File: src/rtl/alu_pkg.sv
// Shared definitions for the sequential ALU: opcodes, FSM encoding, flag bit positions.
package alu_pkg;

  // ARM data-processing cmd field encodings handled by the unit
  localparam logic [3:0] OP_AND = 4'b0000;
  localparam logic [3:0] OP_EOR = 4'b0001;
  localparam logic [3:0] OP_SUB = 4'b0010;
  localparam logic [3:0] OP_ADD = 4'b0100;
  localparam logic [3:0] OP_TST = 4'b1000;
  localparam logic [3:0] OP_CMP = 4'b1010;
  localparam logic [3:0] OP_ORR = 4'b1100;
  localparam logic [3:0] OP_MOV = 4'b1101;
  localparam logic [3:0] OP_MVN = 4'b1111;

  typedef enum logic [1:0] {
    S_IDLE = 2'd0,
    S_MUL  = 2'd1,
    S_DONE = 2'd2
  } state_t;

  // Bit positions inside the {N,Z,C,V} flag register
  localparam int FLAG_N = 3;
  localparam int FLAG_Z = 2;
  localparam int FLAG_C = 1;
  localparam int FLAG_V = 0;

endpackage

File: src/rtl/alu_comb.sv
// Single-cycle ALU slice: result, NZCV candidates and op classification.
module alu_comb
  import alu_pkg::*;
#(
  parameter int WIDTH = 32
) (
  input  logic [WIDTH-1:0] i_a,
  input  logic [WIDTH-1:0] i_b,
  input  logic [3:0]       i_op,
  output logic [WIDTH-1:0] o_result,
  output logic [3:0]       o_nzcv,
  output logic             o_we,
  output logic             o_valid,
  output logic             o_arith,
  output logic             o_force_flags
);

  logic [WIDTH:0] w_sum;
  logic [WIDTH:0] w_dif;
  logic           w_c;
  logic           w_v;

  // Subtraction as A + ~B + 1 so the carry-out is directly NOT borrow
  assign w_sum = {1'b0, i_a} + {1'b0, i_b};
  assign w_dif = {1'b0, i_a} + {1'b0, ~i_b} + {{WIDTH{1'b0}}, 1'b1};

  // Decode the opcode into result, writeback enable and flag candidates
  always_comb begin
    // NOTE: every output gets a default first so no path leaves a latch behind.
    o_result      = '0;
    o_we          = 1'b0;
    o_valid       = 1'b1;
    o_arith       = 1'b0;
    o_force_flags = 1'b0;
    w_c           = 1'b0;
    w_v           = 1'b0;
    case (i_op)
      OP_AND: begin o_result = i_a & i_b; o_we = 1'b1; end
      OP_EOR: begin o_result = i_a ^ i_b; o_we = 1'b1; end
      OP_ORR: begin o_result = i_a | i_b; o_we = 1'b1; end
      OP_MOV: begin o_result = i_b;       o_we = 1'b1; end
      OP_MVN: begin o_result = ~i_b;      o_we = 1'b1; end
      OP_TST: begin o_result = i_a & i_b; o_force_flags = 1'b1; end
      OP_ADD: begin
        o_result = w_sum[WIDTH-1:0];
        o_we     = 1'b1;
        o_arith  = 1'b1;
        w_c      = w_sum[WIDTH];
        w_v      = (i_a[WIDTH-1] == i_b[WIDTH-1]) && (w_sum[WIDTH-1] != i_a[WIDTH-1]);
      end
      OP_SUB, OP_CMP: begin
        o_result      = w_dif[WIDTH-1:0];
        o_we          = (i_op == OP_SUB);
        o_force_flags = (i_op == OP_CMP);
        o_arith       = 1'b1;
        w_c           = w_dif[WIDTH];
        w_v           = (i_a[WIDTH-1] != i_b[WIDTH-1]) && (w_dif[WIDTH-1] != i_a[WIDTH-1]);
      end
      default: o_valid = 1'b0;
    endcase
    o_nzcv = {o_result[WIDTH-1], (o_result == '0), w_c, w_v};
  end

endmodule

File: src/rtl/alu_seq.sv
// Registered ALU with valid/ready handshakes, S-bit gated NZCV register and
// an iterative shift-add multiplier taking WIDTH cycles.
module alu_seq
  import alu_pkg::*;
#(
  parameter int WIDTH = 32,
  parameter int CNT_W = $clog2(WIDTH + 1)
) (
  input  logic             CLK,
  input  logic             RESETn,
  input  logic             InValid,
  output logic             InReady,
  input  logic [WIDTH-1:0] SrcA,
  input  logic [WIDTH-1:0] SrcB,
  input  logic [3:0]       ALUOp,
  input  logic             MulEn,
  input  logic             SBit,
  output logic             OutValid,
  input  logic             OutReady,
  output logic [WIDTH-1:0] ALUResult,
  output logic             ResultWE,
  output logic [3:0]       ALUFlags
);

  state_t           r_state;
  logic             r_in_ready;
  logic             r_out_valid;
  logic [WIDTH-1:0] r_result;
  logic             r_we;
  logic [3:0]       r_flags;
  logic [WIDTH-1:0] r_ma;
  logic [WIDTH-1:0] r_mb;
  logic             r_ms;
  logic [WIDTH-1:0] r_acc;
  logic [CNT_W-1:0] r_cnt;

  logic [WIDTH-1:0] w_res;
  logic [3:0]       w_nzcv;
  logic             w_we;
  logic             w_valid;
  logic             w_arith;
  logic             w_force;
  logic [WIDTH-1:0] w_acc_next;
  logic             w_last;

  alu_comb #(.WIDTH(WIDTH)) u_comb (
    .i_a          (SrcA),
    .i_b          (SrcB),
    .i_op         (ALUOp),
    .o_result     (w_res),
    .o_nzcv       (w_nzcv),
    .o_we         (w_we),
    .o_valid      (w_valid),
    .o_arith      (w_arith),
    .o_force_flags(w_force)
  );

  assign w_acc_next = r_acc + (r_mb[0] ? r_ma : '0);
  assign w_last     = (r_cnt == CNT_W'(WIDTH - 1));

  assign InReady   = r_in_ready;
  assign OutValid  = r_out_valid;
  assign ALUResult = r_result;
  assign ResultWE  = r_we;
  assign ALUFlags  = r_flags;

  // Control FSM plus multiplier datapath and flag register, all on one edge
  always_ff @(posedge CLK) begin
    // NOTE: state is written with <= only, so every register samples pre-edge values.
    if (!RESETn) begin
      r_state     <= S_IDLE;
      r_in_ready  <= 1'b1;
      r_out_valid <= 1'b0;
      r_result    <= '0;
      r_we        <= 1'b0;
      r_flags     <= 4'b0000;
      r_ma        <= '0;
      r_mb        <= '0;
      r_ms        <= 1'b0;
      r_acc       <= '0;
      r_cnt       <= '0;
    end else begin
      case (r_state)
        S_IDLE: begin
          if (InValid) begin
            r_in_ready <= 1'b0;
            if (MulEn) begin
              r_ma    <= SrcA;
              r_mb    <= SrcB;
              r_ms    <= SBit;
              r_acc   <= '0;
              r_cnt   <= '0;
              r_state <= S_MUL;
            end else begin
              r_result    <= w_res;
              r_we        <= w_we;
              r_out_valid <= 1'b1;
              r_state     <= S_DONE;
              if (w_valid && (SBit || w_force)) begin
                r_flags[FLAG_N] <= w_nzcv[FLAG_N];
                r_flags[FLAG_Z] <= w_nzcv[FLAG_Z];
                if (w_arith) begin
                  r_flags[FLAG_C] <= w_nzcv[FLAG_C];
                  r_flags[FLAG_V] <= w_nzcv[FLAG_V];
                end
              end
            end
          end
        end
        S_MUL: begin
          r_acc <= w_acc_next;
          r_ma  <= r_ma << 1;
          r_mb  <= r_mb >> 1;
          r_cnt <= r_cnt + CNT_W'(1);
          if (w_last) begin
            r_result    <= w_acc_next;
            r_we        <= 1'b1;
            r_out_valid <= 1'b1;
            r_state     <= S_DONE;
            if (r_ms) begin
              r_flags[FLAG_N] <= w_acc_next[WIDTH-1];
              r_flags[FLAG_Z] <= (w_acc_next == '0);
            end
          end
        end
        S_DONE: begin
          if (OutReady) begin
            r_out_valid <= 1'b0;
            r_in_ready  <= 1'b1;
            r_state     <= S_IDLE;
          end
        end
        default: begin
          r_state     <= S_IDLE;
          r_in_ready  <= 1'b1;
          r_out_valid <= 1'b0;
        end
      endcase
    end
  end

endmodule

File: config.mk
export PLATFORM = sky130hd
export DESIGN_NAME = alu_seq
export DESIGN_NICKNAME = d
export VERILOG_FILES = /design/src/rtl/alu_pkg.sv /design/src/rtl/alu_comb.sv /design/src/rtl/alu_seq.sv
export SDC_FILE = /design/constraint.sdc
export NUM_CORES = 1
export LEC_CHECK = 0
export ABC_AREA = 1
export CAP_MARGIN = 10
export CORE_MARGIN = 2
export CORE_UTILIZATION = 33
export CTS_CLUSTER_DIAMETER = 60
export DETAILED_ROUTE_END_ITERATION = 12
export GPL_ROUTABILITY_DRIVEN = 1
export PLACE_DENSITY_LB_ADDON = 0.08
export SYNTH_ARGS = -nofsm -noshare
export SYNTH_HDL_FRONTEND = slang
export SYNTH_SLANG_ARGS = --single-unit
File: constraint.sdc
create_clock -name CLK -period 2.35 [get_ports CLK]
set_input_delay 0.235 -clock CLK [delete_from_list [all_inputs] [get_ports CLK]]
set_output_delay 0.235 -clock CLK [all_outputs]
set_load 0.01 [all_outputs]
Yosys cells after proc, flatten, opt, wreduce, memory -nomap -nowiden
Index checks and enable logic that the tools add are counted.

word-level totals
  input port bits = 74
  bits in registers = 144
  word-level logic and storage cells = 114

operators by class
  reductions and logical operators = 22
  add/sub/neg operators = 5
  bitwise operators = 6
  equality and inequality tests = 22
  muxes and demuxes = 47

operators with widths
  kind                     number
  $mux W32                 10
  $pmux W32 S2             4
  $pmux W32 S7             1
  $add A32 B32 Y33         2
  $logic_not A32 Y1        2
  $add A33 B1 Y33 const B  1
  $add A32 B32 Y32         1
  $and A32 B32 Y32         1
  $not A32 Y32             1
  $or A32 B32 Y32          1
  $xor A32 B32 Y32         1
  $eq A4 B4 Y1 const B     5
  $mux W2                  7
  $ne A2 B2 Y1 const B     7
  $mux W4                  3
  $mux W6                  2
  $pmux W6 S2              1
  $reduce_and A3 Y1        4
  $mux W1                  10
  $pmux W1 S2              5
  $reduce_or A9 Y1         1
  $reduce_and A4 Y1        2
  $add A6 B1 Y6 const B    1
  $eq A6 B5 Y1 const B     1
  21 further kinds         28

Depth between registers and ports, before layout
  depth in word-level cells = 11
  mapped depth = 24

By module
A second synthesis with hierarchy kept.

second synthesis, totals
  cells, all modules = 2,768
  area, all modules = 15,741.3 µm²

by module, submodules not included
  module    instances  area an instance (µm²)  cells an instance
  alu_seq   1          8,553.2                 1,343
  alu_comb  1          7,188.1                 1,425

Least setup slack after synthesis
No wires, ideal clock.

  kind = reg2reg
  start point = register r_mb[0]
  end point = register r_flags[2], in the netlist ALUFlags[2]
  path slack = -213 ps
  data required time = 2,294 ps
  path buffers = 2
  period minus slack after synthesis = 2,563 ps
  setup time = 56 ps
  stages on the path, launching flop included = 20
  arrival time = 2,507 ps
  cells stage by stage = dfxtp_1 > clkbuf_1 > clkbuf_1 > nand2_1 > inv_1 > ha_1 > nand2_1 > inv_1 > a21oi_1 > nor2_1 > o21ai_0 > nand3_1 > or2_2 > nand2_1 > nand3_1 > nor2_1 > nand4_1 > nand3_1 > nand2_1 > inv_1

between the ends
  word-level cells in the longest chain between the ends = 6

RTL lines
  element                        line            source
  start, declared                alu_seq.sv:32   logic [WIDTH-1:0] r_mb;
  start signal, assigned         alu_seq.sv:89   r_mb <= SrcB;
  start signal, assigned         alu_seq.sv:113  r_mb <= r_mb >> 1;
  $mux W32                       alu_seq.sv:58   assign w_acc_next = r_acc + (r_mb[0] ? r_ma : '0);
  $add A32 B32 Y32               alu_seq.sv:58
  $logic_not A32 Y1              alu_seq.sv:122  r_flags[FLAG_Z] <= (w_acc_next == '0);
  $mux W2                        alu_seq.sv:120  if (r_ms) begin
  $mux W2                        alu_seq.sv:115  if (w_last) begin
  $pmux W2 S2                    alu_seq.sv:83   case (r_state)
  end signal, assigned by index  alu_seq.sv:100  r_flags[FLAG_N] <= w_nzcv[FLAG_N];
  end signal, assigned by index  alu_seq.sv:121  r_flags[FLAG_N] <= w_acc_next[WIDTH-1];
  end signal, assigned by index  alu_seq.sv:122
  end, declared                  alu_seq.sv:30   logic [3:0] r_flags;

Every way passes these cells. The select of a mux whose other input is x is not followed.
A chain may end at the register's enable or synchronous reset.

Worst setup path after layout
Same ends and word-level chain as after synthesis.

==> flow_metrics.py <==
metrics = {
    "clocking": {
        "path_clk_slew_ns": 0.07,
        "numCtsBuffers": 17,
        "cts_tree": "done",
        "clockBufferDepth": 2,
        "cts_max_level": 4,
        "cts_root_buf": "clkbuf_16",
        "cts.sinks": 144,
        "clock_latency_ns": 0.49,
    },
    "global_routing": {
        "grt_pass1_wl_um": 117000,
        "antenna_found_initial": 1,
        "overflow": 0,
        "grt_max_degree": 101,
        "track_usage_pct": 32.1,
        "grt_pass1_vias": 20000,
    },
    "worst_hold_path": {
        "holdPathStages": 4,
        "whs_endpoint": "r_ma[0]",
        "hold_class": "in -> reg",
        "hold_path_startpoint": "SrcA[0]",
    },
    "pwr": {
        "p_clk_share_pct": 26.0,
        "combPwrFrac_pct": 46.9,
        "power_leakage_uw": 0.0125,
        "p_int_uw": 6450,
        "netSwitchingFraction_pct": 41.0,
        "finalPower_uw": 10900,
        "p_sw_uw": 4480,
        "ir_drop_uv": 391,
        "p_seq_share_pct": 27.1,
        "power_per_cell_area_mw_per_mm2": 441,
    },
    "outcome": {
        "status": "complete, but fails checks",
        "violations": "negative setup slack",
    },
    "sta": {
        "setup_slack_ns": -0.397,
        "clock_skew_ns": 0.0258,
        "rsz0062_at_grt": "yes",
        "post-route-period-util_pct": 117,
        "hold_slack_ns": 0.187,
        "setup_viol": 24,
        "worst_pin_slew_ns": 0.936,
        "slew_headroom_pct": 37.6,
        "finalMaxSlewViolations": 0,
        "hold_viol_final": 0,
        "max_freq_mhz": 364,
        "finalCriticalPeriod_ns": 2.75,
    },
    "cells_and_area": {
        "nFillCells": 4726,
        "syn2layout_area_growth_pct": 61.2,
        "layout-drive-gt1-share_pct": 34.3,
        "multi_input_area_mm2": 0.0124,
        "final_nets": 3645,
        "fin_cells": 4051,
        "n_antenna_cell": 0,
        "register_area_mm2": 0.00289,
    },
    "floorplan": {
        "dieArea_mm2": 0.0483,
        "fp.dieH_um": 220,
        "ios": 113,
        "start_util_pct": 33.2,
        "fp-row-count": 79,
        "core_mm2": 0.0463,
        "die_w_um": 220,
    },
    "routing": {
        "wire_per_inst_um": 19.3,
        "drt_iter0_drc": 1609,
        "num_vias": 20600,
        "final_antenna_net_count": 0,
        "drc": 0,
        "drt-pass1-iter-count": 6,
        "viasPerCell": 5.09,
        "wl_um": 78300,
    },
    "critical_path": {
        "worstPathRequired_ns": 2.79,
        "worst_path_max_delay_cell": "dfxtp_4",
        "rr_worst_depth": 19,
        "r2r-end": "ALUFlags[2]",
        "cp_max_fo": 19,
        "crit_path_max_incr_delay_ns": 0.37,
        "path_cells": "buf_12 > nand2_1 > inv_2 > ha_4 > nand2_2 > buf_4 > nor2_4 > inv_1 > nor2_2 > nand4_1 > nand4_1 > nand3_1 > nor2_1 > nand4_1 > nor2_1 > nand4_1 > nand3_1 > nand2_1 > inv_1",
        "ff2ff_setup_slack_ns": -0.40,
        "arrival_ns": 3.18,
        "path_common_cell": "nand4_1",
        "critPathLaunchType": "flop",
        "criticalPathCategory": "reg -> reg",
        "worstReg2RegStart": "r_mb[0]",
        "end_kind": "flop",
    },
    "flow_run": {
        "maxCapViolCount": 0,
    },
    "yosys": {
        "syn_area_mm2": 0.0154,
        "yosysWarnings": 0,
        "ys_seq_area_share_pct": 18.8,
        "syn-mean-instance-area_um2": 5.68,
        "synth_seq_cells": 144,
        "synthArstFlopShare_pct": 0,
        "synth_cells": 2707,
        "ys_types": 47,
        "synth_edf_count": 0,
        "synth_flop_cell": "dfxtp_1",
        "syn_nets": 2921,
    },
    "placement": {
        "portBuffers": 112,
        "place_congestion": 0.972,
        "pre_cts_ws_ns": -1.19,
        "place_inst": 3974,
        "dp_hpwl_um": 62600,
    },
}
-- sequential cells by signal (all words and copies together), names as in the netlist, 2 cells and up --
| signal | count |
|---|---|
| ALUFlags | 4 |
| ALUResult | 32 |
| r_acc | 32 |
| r_cnt | 6 |
| r_ma | 32 |
| r_mb | 32 |
| r_state | 2 |
-- worst max path at each step --
stage / start / end / slack [ns] / depth (start not counted)
6_report: r_mb[0] / ALUFlags[2] / -0.40 / 19
5_1_grt: r_mb[0] / ALUFlags[2] / -0.55 / 22
4_1_cts: r_mb[0] / ALUFlags[2] / -0.39 / 16
3_5_place_dp: SrcB[4] / ALUFlags[2] / -1.19 / 21
3_3_place_gp: SrcB[4] / ALUFlags[2] / -1.20 / 21
2_1_floorplan: r_mb[0] / ALUFlags[2] / -0.04 / 19
-- worst max-delay path, delay by kind of cell (launching register included) --
family                     cells  cell delay (ns)
DFF                            1             0.37
and+or+nand+nor               13             1.57
buffers and inverters          5             0.44
adders and majority gates      1             0.29
-- cells in the mapped netlist, types with 2 or more instances --
library cell | number | area share, %
inv_2 | 9 | 0.22
a31oi_1 | 90 | 3.7
ha_1 | 137 | 11
nand3b_1 | 7 | 0.34
clkbuf_2 | 2 | 0.065
and2_1 | 8 | 0.33
nand4_1 | 43 | 1.8
fa_1 | 3 | 0.39
o211ai_1 | 12 | 0.59
clkbuf_1 | 56 | 1.4
o2111ai_1 | 2 | 0.11
nor3_1 | 17 | 0.55
a21oi_2 | 2 | 0.11
nand3_1 | 202 | 6.6
a211oi_1 | 12 | 0.59
a21oi_1 | 127 | 4.1
clkinv_1 | 3 | 0.073
buf_4 | 7 | 0.34
xor2_1 | 10 | 0.57
o221ai_1 | 12 | 0.68
dfxtp_1 | 144 | 19
nand2_1 | 888 | 22
o22ai_1 | 34 | 1.4
inv_1 | 407 | 9.9
o21bai_1 | 14 | 0.68
nor4_1 | 3 | 0.12
or2_2 | 9 | 0.37
buf_2 | 34 | 1.1
nor3_2 | 4 | 0.26
nand2_2 | 14 | 0.57
o21a_1 | 2 | 0.098
buf_1 | 3 | 0.073
nor2_1 | 225 | 5.5
o21ai_0 | 143 | 4.7
nor2_2 | 10 | 0.41
-- layout make-up --
| class | count | share of cell area (%) |
|---|---|---|
| clock inverters | 13 | 0.485 |
| inverters | 419 | 6.36 |
| flip-flops and latches | 144 | 11.7 |
| multi-input cells | 2041 | 49.9 |
| clock buffers | 19 | 1.79 |
| repair buffers | 808 | 26.7 |
| well taps | 607 | 3.07 |
-- cells by family after synthesis --
kind of cell,share of synthesized area (%)
xor gates and xnor gates,0.627
AOI/OAI and AO/OA,17.0
DFF,18.8
adders and majority gates,11.5
and+or+nand+nor,38.8
buffers and inverters,13.3
-- per-stage QoR --
step | setup TNS, ns | util, % | area (um2)
final | -3.46 | 53.5 | 24800
after global placement | -27.42 | 47.3 | 21900
after floorplan | -0.0366 | - | 15400
after CTS | -3.12 | 51.9 | 24000
after detailed placement | -28.78 | 47.3 | 21900
after global routing | -8.23 | 53.5 | 24800
-- repair_timing --
| action | 4_1_cts | 5_1_grt |
|---|---|---|
| buffers inserted | 30 | 14 |
| hold endpoints to repair | 0 | 0 |
| cloned | 0 | 1 |
| resized for setup | 347 | 186 |
| endpoints found under the setup margin | 46 | 56 |
| hold buffers | 0 | 0 |
| pin swaps | 63 | 56 |
-- placed cells by master, fill, tap and decap left out, types with 48 or more instances in the layout --
master           count
ha_1                83
a21oi_1             77
clkdlybuf4s50_1     81
inv_1              355
buf_4              669
nand3_1            164
ha_4                54
nand2_2            106
a31oi_1             90
dfxtp_1            143
nor2_2              56
o21ai_0            125
a21oi_2             48
inv_2               60
nand2_1            782
nor2_1             156
-- layer usage --
metal | part of all wire [%] | GRT usage (%) | up-vias
li1 | - | - | 10200
met1 | 46 | 44.0 | 9790
met2 | 46 | 52.8 | 572
met3 | 5.0 | 3.53 | 94
met4 | 2.8 | 9.91 | 0
met5 | 0 | 0 | -
-- power groups by stage --
stage          Combinational, uW  Sequential [uW]  Clock, uW
2_1_floorplan               2000             2990          0
3_3_place_gp                4550             3000          0
3_5_place_dp                4560             3000          0
4_1_cts                     4850             2950       2880
5_1_grt                     5540             2990       2970
6_report                    5130             2960       2840
(Power assumes the default switching activity.)
